$ cat config.mk
export PLATFORM = sky130hd
export DESIGN_NAME = fifo_uart_drain_flat
export DESIGN_NICKNAME = d
export VERILOG_FILES = /design/src/rtl/fifo_uart_drain_if.sv /design/src/rtl/fifo_uart_drain.sv /design/src/flat_wrapper.sv
export SDC_FILE = /design/constraint.sdc
export NUM_CORES = 1
export LEC_CHECK = 0
export CAP_MARGIN = 20
export CELL_PAD_IN_SITES_DETAIL_PLACEMENT = 1
export CELL_PAD_IN_SITES_GLOBAL_PLACEMENT = 1
export CORE_MARGIN = 10
export CORE_UTILIZATION = 36
export CTS_BUF_LIST = sky130_fd_sc_hd__clkbuf_8 sky130_fd_sc_hd__clkbuf_16
export CTS_CLUSTER_SIZE = 24
export DETAILED_ROUTE_END_ITERATION = 12
export GPL_TIMING_DRIVEN = 0
export HOLD_SLACK_MARGIN = 0.15
export PLACE_DENSITY = 0.73
export SLEW_MARGIN = 25
export SYNTH_ARGS = -nofsm -noshare
export SYNTH_HDL_FRONTEND = slang
export SYNTH_SLANG_ARGS = --single-unit
$ cat constraint.sdc
create_clock -name clk -period 1.55 [get_ports clk]
set_input_delay 0.31 -clock clk [delete_from_list [all_inputs] [get_ports clk]]
set_output_delay 0.31 -clock clk [all_outputs]
set_load 0.005 [all_outputs]
$ cat src/rtl/fifo_uart_drain_if.sv
// fifo_uart_drain_if: FIFO-side and serial-side signals of the UART drain
interface fifo_uart_drain_if;
   logic       en;
   logic       fifo_empty;
   logic [7:0] fifo_d_out;
   logic       fifo_read;
   logic       tx;
   logic       busy;
   logic       byte_done;
   logic [7:0] tx_count;
   modport master (output en, fifo_empty, fifo_d_out, input fifo_read, tx, busy, byte_done, tx_count);
   modport slave (input en, fifo_empty, fifo_d_out, output fifo_read, tx, busy, byte_done, tx_count);
endinterface

$ cat src/rtl/fifo_uart_drain.sv
// fifo_uart_drain: pops bytes from a synchronous FIFO and sends each as an 8N1 serial frame
module fifo_uart_drain #(
   parameter int CLKS_PER_BIT = 16
) (
   input logic clk,
   input logic rst,
   fifo_uart_drain_if.slave bus
);
   localparam int W = CLKS_PER_BIT > 1 ? $clog2(CLKS_PER_BIT) : 1;
   localparam logic [W-1:0] LAST = W'(CLKS_PER_BIT - 1);
   typedef enum logic [2:0] {IDLE, POP, LOAD, START, DATA, STOP} state_t;
   state_t state, state_n;
   logic [W-1:0] cnt, cnt_n;
   logic [2:0] bit_idx, bit_n;
   logic [7:0] shift, shift_n, count;
   logic tx_r, read_r, done_r, last;
   assign last = cnt == LAST;
   assign bus.tx = tx_r;
   assign bus.fifo_read = read_r;
   assign bus.byte_done = done_r;
   assign bus.tx_count = count;
   assign bus.busy = state != IDLE;
   // next-state, shift register and bit index; the baud counter restarts on every state change
   always_comb begin
      state_n = state;
      shift_n = shift;
      bit_n = bit_idx;
      case (state)
         IDLE: if (bus.en && !bus.fifo_empty) state_n = POP;
         POP: state_n = LOAD;
         LOAD: begin
            shift_n = bus.fifo_d_out;
            state_n = START;
         end
         START: if (last) begin
            state_n = DATA;
            bit_n = '0;
         end
         DATA: if (last) begin
            if (bit_idx == 3'd7) state_n = STOP;
            else begin
               shift_n = shift >> 1;
               bit_n = bit_idx + 3'd1;
            end
         end
         STOP: if (last) state_n = IDLE;
         default: state_n = IDLE;
      endcase
      cnt_n = (state_n != state || last || state inside {IDLE, POP, LOAD}) ? '0 : cnt + 1'b1;
   end
   // state and registered outputs, each computed from the upcoming state so they line up with it
   always_ff @(posedge clk or posedge rst) begin
      if (rst) begin
         state <= IDLE;
         cnt <= '0;
         bit_idx <= '0;
         shift <= '0;
         tx_r <= 1'b1;
         read_r <= 1'b0;
         done_r <= 1'b0;
         count <= '0;
      end else begin
         state <= state_n;
         cnt <= cnt_n;
         bit_idx <= bit_n;
         shift <= shift_n;
         tx_r <= state_n == START ? 1'b0 : state_n == DATA ? shift_n[0] : 1'b1;
         read_r <= state_n == POP;
         done_r <= state_n == STOP && cnt_n == LAST;
         if (state == STOP && last) count <= count + 8'd1;
      end
   end
endmodule

$ cat src/flat_wrapper.sv
// flat-port wrapper written by rule: the top's interface ports become plain ports
module fifo_uart_drain_flat 
#(
   parameter int CLKS_PER_BIT = 16
)
  (clk, rst, bus_en, bus_fifo_empty, bus_fifo_d_out, bus_fifo_read, bus_tx, bus_busy, bus_byte_done, bus_tx_count);
  fifo_uart_drain_if bus_i ();
  input logic clk;
  input logic rst;
  input wire logic [$bits(bus_i.en)-1:0] bus_en;
  input wire logic [$bits(bus_i.fifo_empty)-1:0] bus_fifo_empty;
  input wire logic [$bits(bus_i.fifo_d_out)-1:0] bus_fifo_d_out;
  output wire logic [$bits(bus_i.fifo_read)-1:0] bus_fifo_read;
  output wire logic [$bits(bus_i.tx)-1:0] bus_tx;
  output wire logic [$bits(bus_i.busy)-1:0] bus_busy;
  output wire logic [$bits(bus_i.byte_done)-1:0] bus_byte_done;
  output wire logic [$bits(bus_i.tx_count)-1:0] bus_tx_count;
  assign bus_i.en = bus_en;
  assign bus_i.fifo_empty = bus_fifo_empty;
  assign bus_i.fifo_d_out = bus_fifo_d_out;
  assign bus_fifo_read = bus_i.fifo_read;
  assign bus_tx = bus_i.tx;
  assign bus_busy = bus_i.busy;
  assign bus_byte_done = bus_i.byte_done;
  assign bus_tx_count = bus_i.tx_count;
  fifo_uart_drain #(.CLKS_PER_BIT(CLKS_PER_BIT)) u_core (.clk(clk), .rst(rst), .bus(bus_i));
endmodule
==> impl_metrics.ini, run 1 <==
[cells_and_area]
final_cells = 231
fin_nets = 198
final_common_cell = dfrtp_1
layout_common_cells = 27 x dfrtp_1, 24 x nand2_1, 21 x clkdlybuf4s50_1
antenna_cells = 0
final_cell_area_sq_um = 2093
fillers = 413
area_delta_synth_final_pct = 51.40
final_layout_size_suffix_gt1_frac = 0.3552

[worst_setup_path]
crit_type = flip-flop to flip-flop
reg2reg_depth = 6
start_kind = flip-flop
critPathRequiredTime_ps = 1720
arrival_ps = 2000
crit_fanout = 3
crit_path_end_kind = flip-flop

[grt]
grt_pass1_wl_microns = 6375
grt_antenna_before_repair = 0
grt_pass1_vias = 1309
globalRouteOverflowTotal = 0
track_usage = 0.1243
grt_max_degree = 30

[floorplan]
ios = 24
die_h_microns = 81.97
start_util = 0.3748
die_area_sq_um = 6719
die_w_microns = 81.97
core_sq_um = 3689
row_count = 22

[clocking]
cts_tree = built
root_buffer = clkbuf_8
cts_max_level = 2
cts.sink_count = 29
path_clk_slew_ps = 60
cts_buffer_depth = 2
numCtsBuffers = 5
clkLatencyLatePin_ps = 290

[sta]
period_minus_slack_ps = 1834
setup_slack_ps = -283.7
timing.fmax_ghz = 0.5454
slew_headroom = 0.5782
skew_ps = 2.499
setup_violations = 13
rsz0062_at_grt = true
finalCritPeriodShare = 1.183
finalMaxSlewViolations = 0
tightest_slew_ps = 631.7
hold_violations = 0

[synthesis]
synth_nets = 147
synth_top_cell_by_area = dfrtp_1
ys_types = 38
synthTopCellsByArea = dfrtp_1 51%, nand2_1 7.1%, xnor2_1 3.8%, ha_1 3.6%, a22oi_1 3.3%
ys.warnings.count = 0
ys_seq_area_frac = 0.5258
ys_ff_latch = 29
synth_top_area_share = 0.5068
syn_avg_cell_area_sq_um = 10.55
syn_inst = 131
syn_area_sq_um = 1383

[place]
gp_congestion = 0.7748
io_buffer_count = 23
place_inst = 202
dp_hpwl_microns = 2403
post-place-ws_ps = -279.8
place_area_sq_um = 1693

[route]
ant_nets = 0
first_iter_violations = 24
drc_errors = 0
wl_microns = 4074
viasPerCell = 5.216
dr.pass1.iters = 4
routed-via-count = 1205
wl_per_cell_microns = 17.64

[power_and_ir_drop]
p_int_w = 0.001204
p_comb_frac = 0.041
p_seq_frac = 0.502
p_switching_w = 0.0003405
peakVddDrop_v = 0.0003890
p_leak_nw = 0.9658
switching_share = 0.2205
p_per_area_nw_per_um2 = 737.7
clkPwrFrac = 0.457

[outcome]
violations = negative setup slack
outcome = complete, but fails checks

[worst_hold_path]
hp-class = input port to async pin

[flow_run]
drv_cap = 0
==> per-layer routing <==
metal  up-vias  track usage  part of all wire
li1        555            -                 -
met1       620       0.1292              0.39
met2        22       0.2273              0.55
met3         8      0.03821             0.037
met4         0      0.04932             0.019
met5         -            0                 0
==> registers in the layout (all words and copies together), names as in the netlist <==
register              count
u_core.bus.tx_count       8
u_core.cnt                4
u_core.bus.byte_done      1
u_core.bit_idx            3
u_core.shift              8
u_core.bus.fifo_read      1
u_core.bus.tx             1
u_core.state              3
==> cell families (layout without fill, tap and decap cells) <==
family,after synthesis,after routing,synth area share
buf+inv,7,59,0.03439
compound gates,22,22,0.1113
flops,29,29,0.5258
fa+ha+maj,4,4,0.03620
simple gates,60,60,0.2353
xor+xnor,9,9,0.05702
==> worst max-delay path, cell delays in order, from the launching register on <==
cell	delay, ps
dfrtp_1	390
ha_2	200
ha_4	170
nor4b_4	370
buf_4	200
a211oi_4	70
a221o_2	320
==> per-stage QoR <==
step | util | total power (W) | TNS [ps] | hold slack (ps)
final | 0.5675 | 0.001544 | -2509 | 424.9
after global routing | 0.5675 | 0.001597 | -3436 | 480.9
after CTS | 0.5349 | 0.001554 | -1189 | 446.0
after detailed placement | 0.4590 | 0.0008514 | -2526 | 467.7
after global placement | 0.4590 | 0.0008479 | -4251 | 457.6
after floorplan | - | 0.0008112 | -255.6 | 387.4
==> path summary, 6_finish.rpt <==
check	start	slack, ps	end
max	u_core.bit_idx[1]	-280	u_core.shift[0]
min	rst	420	u_core.shift[2]
max reg2reg	u_core.bit_idx[1]	-280	u_core.shift[0]
min reg2reg	u_core.bus.tx_count[7]	470	u_core.bus.tx_count[7]
max in group asynchronous	rst	680	u_core.bus.tx_count[0]
min in group clk	u_core.bus.tx_count[7]	470	u_core.bus.tx_count[7]
==> cells in the mapped netlist <==
| cell type | instances |
|---|---|
| and4_1 | 1 |
| ha_1 | 4 |
| and3b_2 | 1 |
| a211oi_1 | 1 |
| or2b_1 | 1 |
| a211oi_2 | 1 |
| a22oi_1 | 6 |
| nor3_1 | 1 |
| o22ai_1 | 1 |
| inv_1 | 2 |
| nand3_1 | 3 |
| or3_2 | 1 |
| dfrtp_1 | 28 |
| or2_2 | 1 |
| a21oi_1 | 4 |
| nor3_2 | 1 |
| dfstp_2 | 1 |
| nor2_1 | 8 |
| buf_4 | 1 |
| a22o_1 | 2 |
| and2b_2 | 1 |
| buf_6 | 2 |
| nand3_2 | 1 |
| xnor2_1 | 6 |
| a221o_2 | 1 |
| nand2_1 | 26 |
| nor4b_4 | 1 |
| nand4_1 | 2 |
| and3_1 | 4 |
| nand3b_1 | 1 |
| o21ai_0 | 5 |
| and2_1 | 1 |
| xor2_1 | 3 |
| buf_2 | 2 |
| nor4_1 | 1 |
| nor3b_1 | 2 |
| a211o_1 | 1 |
| nand2b_1 | 2 |
==> power groups by stage <==
stage               Sequential (W)  Clock (W)  Combinational, W
global placement          0.000788          0         0.0000604
finish                    0.000775   0.000706         0.0000635
floorplan                 0.000787          0         0.0000246
global route              0.000775   0.000752         0.0000697
CTS                       0.000774   0.000717         0.0000631
detailed placement        0.000788          0         0.0000636
==> cell type report <==
cell class / instances / area [sq um] / share of cell area
inverter: 2 / 7.507 / 0.003586
multi-input combinational: 95 / 730.7 / 0.3491
buffer: 4 / 42.54 / 0.02032
clock inverter: 1 / 5.005 / 0.002391
tap: 48 / 60.06 / 0.02869
clock buffer: 7 / 96.34 / 0.04603
sequential: 29 / 728.2 / 0.3479
timing repair buffer: 45 / 422.9 / 0.2020
==> what timing repair did <==
item / CTS / global route
buffers inserted: 14 / 8
cloned: 0 / 0
endpoints found under the setup margin: 22 / 25
hold endpoints to repair: 0 / 0
hold buffers: 0 / 0
resized for setup: 28 / 12
pin swaps: 18 / 6
Note: power is estimated with default switching activity, not from simulation.
==> run 2, diff against run 1 <==
SLEW_MARGIN = unset   (was 25)
==> run 2 against run 1 <==
Net effect:
- the run still ends with negative setup slack left
- register-to-register slack barely moved
- critical endpoint unchanged
- clock-buffer cell count unchanged
- worst setup slack improved by 0.58 ps
- first-iteration DRC count rose by 25%
==> impl_metrics.ini, run 2 (same netlist as run 1, synthesis figures left out) <==
[outcome]
outcome = complete, but fails checks
violations = negative setup slack

[worst_setup_path]
crit_fanout = 3
worst-path-buf-inv = 1
crit_path_end_kind = flip-flop
cpMaxStageDelayCell = dfrtp_1
arrival_ps = 2000
crit_type = flip-flop to flip-flop
critPathTopFamily = flip-flops
critPathRequiredTime_ps = 1720
slowest_delay_ps = 390
start_kind = flip-flop
rrSetupSlack_ps = -280
cp_cell_sequence = ha_2 > ha_4 > nor4b_4 > buf_4 > a211oi_4 > a221o_2

[cells_and_area]
area_delta_synth_final_pct = 53.39
layout_common_cells = 27 x dfrtp_1, 24 x nand2_1, 21 x clkdlybuf4s50_1
fin_nets = 199
final_cell_area_sq_um = 2121
final_common_cell = dfrtp_1
fillers = 408
antenna_cells = 0
fin_util = 0.5750
final_layout_size_suffix_gt1_frac = 0.3533

[sta]
finalCritPeriodShare = 1.183
skew_ps = 2.904
period_minus_slack_ps = 1833
hold_violations = 0
whs_ps = 365.4
finalMaxSlewViolations = 0
rsz0062_at_grt = true
slew_headroom = 0.6424
timing.fmax_ghz = 0.5455
setup_violations = 13
tightest_slew_ps = 535.9
setup_slack_ps = -283.1

[worst_hold_path]
hp-class = input port to async pin

[power_and_ir_drop]
switching_share = 0.2201
p_seq_frac = 0.499
peakVddDrop_v = 0.0003912
p_int_w = 0.001211
clkPwrFrac = 0.455
p_comb_frac = 0.046
total_power_w = 0.001552
p_per_area_nw_per_um2 = 732.0
p_leak_nw = 0.9795
p_switching_w = 0.0003418

[route]
routed-via-count = 1216
ant_nets = 0
wl_microns = 4054
wl_per_cell_microns = 17.47
viasPerCell = 5.241
drc_errors = 0
first_iter_violations = 30
dr.pass1.iters = 4

[clocking]
root_buffer = clkbuf_8
cts_buffer_depth = 2
cts.sink_count = 29
cts_max_level = 2
numCtsBuffers = 5
cts_tree = built
path_clk_slew_ps = 60
clkLatencyLatePin_ps = 290

[floorplan]
die_h_microns = 81.97
core_sq_um = 3689
die_area_sq_um = 6719
ios = 24
start_util = 0.3748
die_w_microns = 81.97
row_count = 22

[grt]
grt_antenna_before_repair = 0
grt_max_degree = 30
track_usage = 0.1243
grt_pass1_vias = 1309
met2_usage = 0.2273
grt_pass1_wl_microns = 6375
globalRouteOverflowTotal = 0
gr-usage-met1 = 0.1292
busiest_layer = met2
gr-usage-met3 = 0.03821

[flow_run]
drv_cap = 0

[place]
post-place-ws_ps = -279.8
io_buffer_count = 23
dp_hpwl_microns = 2403
place_area_sq_um = 1693
gp_congestion = 0.7748
run 2: cell types whose count changed in the layout (fill, tap and decap cells not counted), sizes merged:
cell and change:
buf +1
run 2: path summary, 6_finish.rpt:
path,startpoint,endpoint,cells after the start
setup / recovery,u_core.bit_idx[1],u_core.shift[0],6
hold / removal,rst,u_core.shift[2],2
setup reg to reg,u_core.bit_idx[1],u_core.shift[0],6
hold reg to reg,u_core.bus.tx_count[7],u_core.bus.tx_count[7],1
max in group asynchronous,rst,u_core.bus.tx,3
min in group clk,u_core.bus.tx_count[7],u_core.bus.tx_count[7],1
run 2: repair_timing:
action | 4_1_cts | 5_1_grt
buffers inserted | 14 | 8
endpoints found under the setup margin | 22 | 25
resized for setup | 28 | 12
pin swaps | 18 | 7
hold buffers | 0 | 0
cloned | 0 | 0
hold endpoints to repair | 0 | 0
run 2: per-stage QoR:
| stage | std cells | TNS (ps) |
|---|---|---|
| finish | 232 | -2511 |
| global route | 232 | -3404 |
| CTS | 223 | -1189 |
| detailed placement | 202 | -6830 |
| global placement | 202 | -4251 |
| floorplan | 131 | -255.6 |
run 2: power groups by stage:
stage	Sequential [W]	Combinational [W]	Clock, W
6_report	0.000775	0.0000716	0.000706
3_3_place_gp	0.000788	0.0000604	0
5_1_grt	0.000775	0.0000780	0.000755
3_5_place_dp	0.000788	0.0000632	0
4_1_cts	0.000774	0.0000627	0.000717
2_1_floorplan	0.000787	0.0000246	0
run 2: layout make-up:
cell class	instances	area [sq um]	share of cell area
buffer	4	42.54	0.02006
clock buffer	7	96.34	0.04543
clock inverter	1	5.005	0.002360
inverter	2	7.507	0.003540
multi-input combinational	95	730.7	0.3445
sequential	29	728.2	0.3434
tap	48	60.06	0.02832
timing repair buffer	46	450.4	0.2124
run 2: per-layer routing:
metal / up-vias / part of all wire
li1: 560 / -
met5: - / 0
met1: 627 / 0.38
met2: 21 / 0.56
met3: 8 / 0.037
met4: 0 / 0.019
run 2: worst register-to-register path, stage by stage (launching register included):
cell and delay, ps:
dfrtp_1 390, ha_2 200, ha_4 170, nor4b_4 370
buf_4 200, a211oi_4 70, a221o_2 310
